File: config.mk
export PLATFORM = sky130hd
export DESIGN_NAME = seq_shift_add_mult_flat
export DESIGN_NICKNAME = d
export VERILOG_FILES = /design/src/rtl/seq_shift_add_mult_pkg.sv /design/src/rtl/seq_shift_add_mult_if.sv /design/src/rtl/seq_shift_add_mult_twos_abs.sv /design/src/rtl/seq_shift_add_mult.sv /design/src/flat_wrapper.sv
export SDC_FILE = /design/constraint.sdc
export NUM_CORES = 1
export LEC_CHECK = 0
export BUFFER_PORTS_ARGS = -buffer_cell sky130_fd_sc_hd__clkbuf_2
export CAP_MARGIN = 20
export CORE_UTILIZATION = 61
export CTS_CLUSTER_SIZE = 20
export DETAILED_ROUTE_END_ITERATION = 8
export PLACE_DENSITY = 0.89
export SLEW_MARGIN = 20
export SYNTH_ARGS = -nofsm -noshare
export SYNTH_HDL_FRONTEND = slang
export SYNTH_HIERARCHICAL = 1
export SYNTH_SLANG_ARGS = --single-unit
File: constraint.sdc
create_clock -name clk -period 6.05 [get_ports clk]
set_input_delay 0.9075 -clock clk [delete_from_list [all_inputs] [get_ports clk]]
set_output_delay 0.9075 -clock clk [all_outputs]
set_load 0.01 [all_outputs]
File: src/rtl/seq_shift_add_mult_pkg.sv
// Shared definitions for the sequential shift-and-add multiplier:
// FSM state encoding and the counter-width helper.
package seq_shift_add_mult_pkg;

  typedef enum logic [1:0] {
    ST_IDLE = 2'd0,
    ST_RUN  = 2'd1,
    ST_DONE = 2'd2
  } state_t;

  function automatic int clog2(input int v);
    int r;
    int x;
    r = 0;
    x = v - 1;
    while (x > 0) begin
      r = r + 1;
      x = x >> 1;
    end
    return r;
  endfunction

endpackage

File: src/rtl/seq_shift_add_mult_if.sv
// Start/done handshake and operand/product bus of the sequential multiplier.
interface seq_shift_add_mult_if #(
  parameter int WIDTH = 8
) ();

  logic                 start;
  logic                 signed_mode;
  logic [WIDTH-1:0]     a;
  logic [WIDTH-1:0]     b;
  logic                 busy;
  logic                 done;
  logic [2*WIDTH-1:0]   p;

  modport master (
    output start, signed_mode, a, b,
    input  busy, done, p
  );

  modport slave (
    input  start, signed_mode, a, b,
    output busy, done, p
  );

endinterface

File: src/rtl/seq_shift_add_mult_twos_abs.sv
// Conditional two's-complement negate: y = neg ? -x : x (mod 2^WIDTH).
module seq_shift_add_mult_twos_abs #(
  parameter int WIDTH = 8
) (
  input  logic [WIDTH-1:0] x,
  input  logic             neg,
  output logic [WIDTH-1:0] y
);

  always_comb begin
    y = x;
    if (neg) y = ~x + 1'b1;
  end

endmodule

File: src/rtl/seq_shift_add_mult.sv
// Multi-cycle shift-and-add multiplier: one adder iterated WIDTH times on
// operand magnitudes, sign applied to the product on entry to DONE.
module seq_shift_add_mult
  import seq_shift_add_mult_pkg::*;
#(
  parameter int WIDTH = 8
) (
  input  logic                clk,
  input  logic                rst_n,
  seq_shift_add_mult_if.slave bus
);

  localparam int CW = (clog2(WIDTH) < 1) ? 1 : clog2(WIDTH);
  localparam logic [CW-1:0] CNT_LAST = CW'(WIDTH - 1);

  state_t               state;
  logic                 busy_r;
  logic                 done_r;
  logic [2*WIDTH-1:0]   p_r;
  logic [WIDTH-1:0]     mag_a;
  logic [WIDTH-1:0]     mag_b;
  logic [2*WIDTH-1:0]   acc;
  logic [CW-1:0]        cnt;
  logic                 neg;

  logic [WIDTH-1:0]     abs_a;
  logic [WIDTH-1:0]     abs_b;
  logic [2*WIDTH-1:0]   acc_next;
  logic [2*WIDTH-1:0]   p_next;
  logic                 accept;

  // Operand magnitudes; raw operands pass through in unsigned mode.
  seq_shift_add_mult_twos_abs #(.WIDTH(WIDTH)) u_abs_a (
    .x   (bus.a),
    .neg (bus.signed_mode & bus.a[WIDTH-1]),
    .y   (abs_a)
  );

  seq_shift_add_mult_twos_abs #(.WIDTH(WIDTH)) u_abs_b (
    .x   (bus.b),
    .neg (bus.signed_mode & bus.b[WIDTH-1]),
    .y   (abs_b)
  );

  always_comb begin
    acc_next = acc;
    if (mag_b[0]) acc_next = acc + ({{WIDTH{1'b0}}, mag_a} << cnt);
  end

  // Sign fix on the final partial sum, captured into p on the last iteration.
  seq_shift_add_mult_twos_abs #(.WIDTH(2*WIDTH)) u_fix_p (
    .x   (acc_next),
    .neg (neg),
    .y   (p_next)
  );

  assign accept = bus.start && (state != ST_RUN);

  always_ff @(posedge clk or negedge rst_n) begin
    if (!rst_n) begin
      state  <= ST_IDLE;
      busy_r <= 1'b0;
      done_r <= 1'b0;
      p_r    <= '0;
      mag_a  <= '0;
      mag_b  <= '0;
      acc    <= '0;
      cnt    <= '0;
      neg    <= 1'b0;
    end else begin
      case (state)
        ST_IDLE, ST_DONE: begin
          done_r <= 1'b0;
          if (accept) begin
            mag_a  <= abs_a;
            mag_b  <= abs_b;
            neg    <= bus.signed_mode & (bus.a[WIDTH-1] ^ bus.b[WIDTH-1]);
            acc    <= '0;
            cnt    <= '0;
            busy_r <= 1'b1;
            state  <= ST_RUN;
          end else begin
            busy_r <= 1'b0;
            state  <= ST_IDLE;
          end
        end
        ST_RUN: begin
          acc   <= acc_next;
          mag_b <= mag_b >> 1;
          cnt   <= cnt + 1'b1;
          if (cnt == CNT_LAST) begin
            p_r    <= p_next;
            busy_r <= 1'b0;
            done_r <= 1'b1;
            state  <= ST_DONE;
          end
        end
        default: begin
          busy_r <= 1'b0;
          done_r <= 1'b0;
          state  <= ST_IDLE;
        end
      endcase
    end
  end

  assign bus.busy = busy_r;
  assign bus.done = done_r;
  assign bus.p    = p_r;

endmodule

File: src/flat_wrapper.sv
// flat-port wrapper written by rule: the top's interface ports become plain ports
module seq_shift_add_mult_flat import seq_shift_add_mult_pkg::*;
#(
  parameter int WIDTH = 8
)
  (clk, rst_n, bus_start, bus_signed_mode, bus_a, bus_b, bus_busy, bus_done, bus_p);
  seq_shift_add_mult_if #(.WIDTH(WIDTH)) bus_i ();
  input  logic clk;
  input  logic rst_n;
  input wire logic [$bits(bus_i.start)-1:0] bus_start;
  input wire logic [$bits(bus_i.signed_mode)-1:0] bus_signed_mode;
  input wire logic [$bits(bus_i.a)-1:0] bus_a;
  input wire logic [$bits(bus_i.b)-1:0] bus_b;
  output wire logic [$bits(bus_i.busy)-1:0] bus_busy;
  output wire logic [$bits(bus_i.done)-1:0] bus_done;
  output wire logic [$bits(bus_i.p)-1:0] bus_p;
  assign bus_i.start = bus_start;
  assign bus_i.signed_mode = bus_signed_mode;
  assign bus_i.a = bus_a;
  assign bus_i.b = bus_b;
  assign bus_busy = bus_i.busy;
  assign bus_done = bus_i.done;
  assign bus_p = bus_i.p;
  seq_shift_add_mult #(.WIDTH(WIDTH)) u_core (.clk(clk), .rst_n(rst_n), .bus(bus_i));
endmodule
==> Flow_metrics.wiki <==
{| class="wikitable"
! Metric !! Value
|-
| Part of the cycle the worst path needs || 74.8%
|-
| Number of cells upsized or downsized after cts || 0
|-
| Fraction of power spent switching nets || 49.3%
|-
| Area contributors post-synth || dfrtp_1, mux2_2, nand2_1
|-
| Portion of total power attributed to sequential cells || 25.9%
|-
| Average vias per placed instance || 6.35
|-
| Routed WL || 9.58 mm
|-
| Class of the most critical hold timing path || flip-flop to flip-flop
|-
| Finished Layout Cells || 566
|-
| Proportion of power drawn by the clock network || 7.8%
|-
| Hold-fix buffers, CTS || 0
|-
| Root Driver || clkbuf_8
|-
| Critical Path RT || 6240 ps
|-
| Total Die Area || 7310 sq um
|-
| Ys Warns || 6
|-
| Worst-path clk slew || 90 ps
|-
| Footprint of the multi-input gates || 2690 sq um
|-
| Worst reg2reg path endpoint || u_core/bus.p[15]$_DFFE_PN0P_
|-
| Max-capacitance violation count || 0
|-
| Startpoint of the tightest hold check path || u_core/mag_b[6]$_DFFE_PN0P_
|-
| Starting Density || 62.9%
|-
| Critical path's slowest cell || dfrtp_1
|-
| Cts bufs inserted || 5
|-
| Via count of the first global-routing pass || 3454
|-
| Area Overhead vs Synth || 6.33%
|-
| Inserted Diodes || 0
|-
| Minimum clock period after layout || 4530 ps
|-
| Number of instances in the placed design || 558
|-
| Worst Hold Endpoint || u_core/mag_b[6]$_DFFE_PN0P_
|-
| Final ANT Viol Nets || 0
|-
| Post-Syn Instances || 464
|-
| Switching Power || 1.36 mW
|-
| Worst slack on hold paths || 488 ps
|-
| Source of the worst register-to-register timing path || u_core/cnt[1]$_DFFE_PN0P_
|-
| Final routed DRC violation total || 0
|-
| Register Area || 1380 sq um
|-
| Worst slew pin tran || 917 ps
|-
| Total Power || 2.76 mW
|-
| Number of buffers on the longest clock path || 2
|-
| Worst supply voltage drop on vdd || 256 uV
|-
| Number of max-slew violations in the final report || 0
|-
| Crit-path most repeated cell || mux2_2
|-
| Unrepaired setup endpoints after global routing || no
|-
| Global-route wire length before repair || 15.7 mm
|-
| NumNets Final || 526
|-
| Leakage power of the design || 2.10 nW
|-
| Critical Path Fanout Max || 15
|-
| Post-CTS setup repair buffer count || 0
|-
| Setup-violating endpoint count in the final report || 0
|-
| Crit path arrival time || 4720 ps
|-
| CTS Sinks || 55
|-
| Flip-flop and latch count after synthesis || 55
|-
| Area share of the largest cell type after synthesis || 32.4%
|-
| Setup CP Type || flip-flop to flip-flop
|-
| Synthesized net count || 505
|-
| Initial detailed-routing violation count || 245
|-
| Fraction of final layout cells sized beyond drive strength 1 || 21.4%
|-
| Max-Slew Margin vs Limit || 38.9%
|-
| Internal portion of total power || 1.40 mW
|-
| Worst r2r path cells || 16
|-
| Count of different cell masters after synthesis || 61
|-
| Count of cells along the worst hold path || 2
|-
| Post-route setup TNS || 0 ps
|-
| Number of enable-type register cells in the synthesized netlist || 0
|-
| Critical Path Source Type || flip-flop
|-
| Overall overflow remaining after global route || 0
|-
| Worst-skew pair later-pin latency || 310 ps
|-
| Primary flip-flop cell chosen by synthesis mapping || dfrtp_1
|-
| Result of the run || complete, no violations
|-
| Share of flip-flops with an asynchronous set or reset after synthesis || 100%
|-
| Power per cell area || 611 nW/um^2
|-
| Routability-driven placement congestion ratio || 0.955
|-
| Via count || 3596
|-
| IO Pins || 38
|-
| Final hold violation count || 0
|-
| Setup slack, reg-to-reg || 1520 ps
|-
| Detailed-route wire length per cell || 16.9 microns
|-
| Count of fill cells added during filler insertion || 538
|-
| Length of the first detailed-routing pass in iterations || 5
|-
| Clk_skew || 14.0 ps
|-
| Maximum clock frequency || 0.221 GHz
|-
| Total global-route track usage || 26.9%
|-
| Die Wd || 85.5 microns
|-
| Leading area contributor after synthesis || dfrtp_1
|-
| Synthesized area || 4250 sq um
|-
| Largest stage delay, worst path || 680 ps
|-
| CP cell instances || mux2_2 -> nand2_1 -> o21ai_0 -> nor2_1 -> a21oi_1 -> ha_1 -> nand4_1 -> a21oi_1 -> a21oi_2 -> xnor2_1 -> mux2_2 -> or3_1 -> or4_1 -> o41ai_2 -> xnor2_1 -> mux2_2
|-
| CORE AREA || 6760 sq um
|-
| Die span in y || 85.5 microns
|-
| Number of buffer cells added on primary ports || 37
|-
| Relative contribution of combinational cells to total power || 66.4%
|-
| Leading cell type in the layout, fill and taps excluded || nand2_1
|-
| Maximum number of pins on one net before global-route repair || 56
|-
| Type of destination of the critical path || flip-flop
|-
| Most frequent cells in the layout || nand2_1, dfrtp_1, clkbuf_2
|-
| Finished Core Util || 66.9%
|-
| Initial antenna violation count || 0
|-
| FP Rows || 30
|-
| TritonCTS clock tree || yes
|-
| Max H-tree Level || 2
|-
| Sequential share of the synthesized area || 32.4%
|-
| Synthesized area per cell || 9.16 sq um
|-
| HPWL after DPL || 7.01 mm
|}
sequential cells by signal, summed over array words and instances (netlist names):
name and flops:
u_core/acc 16, u_core/bus.busy 1, u_core/bus.p 16, u_core/cnt 3, u_core/mag_a 8, u_core/mag_b 8
u_core/neg 1, u_core/state 2
worst max-delay path by stage:
stage                     slack [ps]                      endpoint                      start  cells past startpoint
after floorplan                 1850  u_core/bus.p[11]$_DFFE_PN0P_  u_core/cnt[0]$_DFFE_PN0P_                     15
after global placement          1810  u_core/bus.p[15]$_DFFE_PN0P_  u_core/cnt[1]$_DFFE_PN0P_                     16
after detailed placement        1610  u_core/bus.p[15]$_DFFE_PN0P_  u_core/cnt[1]$_DFFE_PN0P_                     16
after CTS                       1560  u_core/bus.p[15]$_DFFE_PN0P_  u_core/cnt[1]$_DFFE_PN0P_                     16
after global routing            1300  u_core/bus.p[15]$_DFFE_PN0P_  u_core/cnt[1]$_DFFE_PN0P_                     16
final                           1520  u_core/bus.p[15]$_DFFE_PN0P_  u_core/cnt[1]$_DFFE_PN0P_                     16
power by group through the flow:
stage	sequential, mW	clock [mW]	combinational [mW]
2_1_floorplan	0.649	0	1.47
3_3_place_gp	0.703	0	1.72
3_5_place_dp	0.717	0	1.78
4_1_cts	0.709	0.220	1.80
5_1_grt	0.735	0.234	2.00
6_report	0.714	0.215	1.83
per-stage QoR:
step,area [sq um],setup WS (ps)
after floorplan,4250,1850
after global placement,4430,1810
after detailed placement,4430,1610
after CTS,4520,1560
after global routing,4520,1300
final,4520,1520
logic make-up after synthesis:
logic type,after synthesis,share of synthesized area [%]
multiplexers,40,10.3
AND/OR/NAND/NOR,155,18.0
adder cells (fa/ha/maj),21,6.36
AO/OA/AOI/OAI,118,21.2
buffers and inverters,40,4.47
flip-flops,55,32.4
XOR/XNOR,35,7.21
critical path: cells and delay by family, from the launching register on:
family	cells	cell delay, ps
adders and majority gates	1	530
and+or+nand+nor	5	1160
DFF	1	680
xor gates and xnor gates	2	260
AOI/OAI and AO/OA	5	790
muxes	3	980
synthesized netlist by cell type, drive strengths merged, types with 5 or more instances:
cell type and n:
a22oi 6, nand2b 10, a21o 10, xor2 8, nand3 13, nand4 8, a22o 9, mux2i 10
xnor2 27, buf 18, nor2 11, o21ai 24, mux2 30, o31ai 12, a21oi 19, or3 10
and3 6, clkbuf 9, o211ai 9, dfrtp 55, ha 20, nor2b 5, nand2 78, inv 13
layout make-up:
type                    instances  share of cell area, %
repair buffers                 41                   4.76
clock buffers                   7                   1.91
well taps                      80                   2.21
multi-input cells             369                   59.4
flip-flops and latches         55                   30.4
clock inverters                 1                  0.194
inverters                      13                   1.08
layer usage:
layer | global-route usage, % | routed length, microns | vias to the layer above | share of wire (%)
met3 | 4.57 | 531 | 34 | 5.5
met2 | 46.5 | 4730 | 145 | 49
met4 | 10.6 | 282 | 0 | 2.9
li1 | - | - | 1723 | -
met5 | 0 | 0 | - | 0
met1 | 33.4 | 4030 | 1694 | 42
No activity file was read; power rests on OpenSTA's default activity.
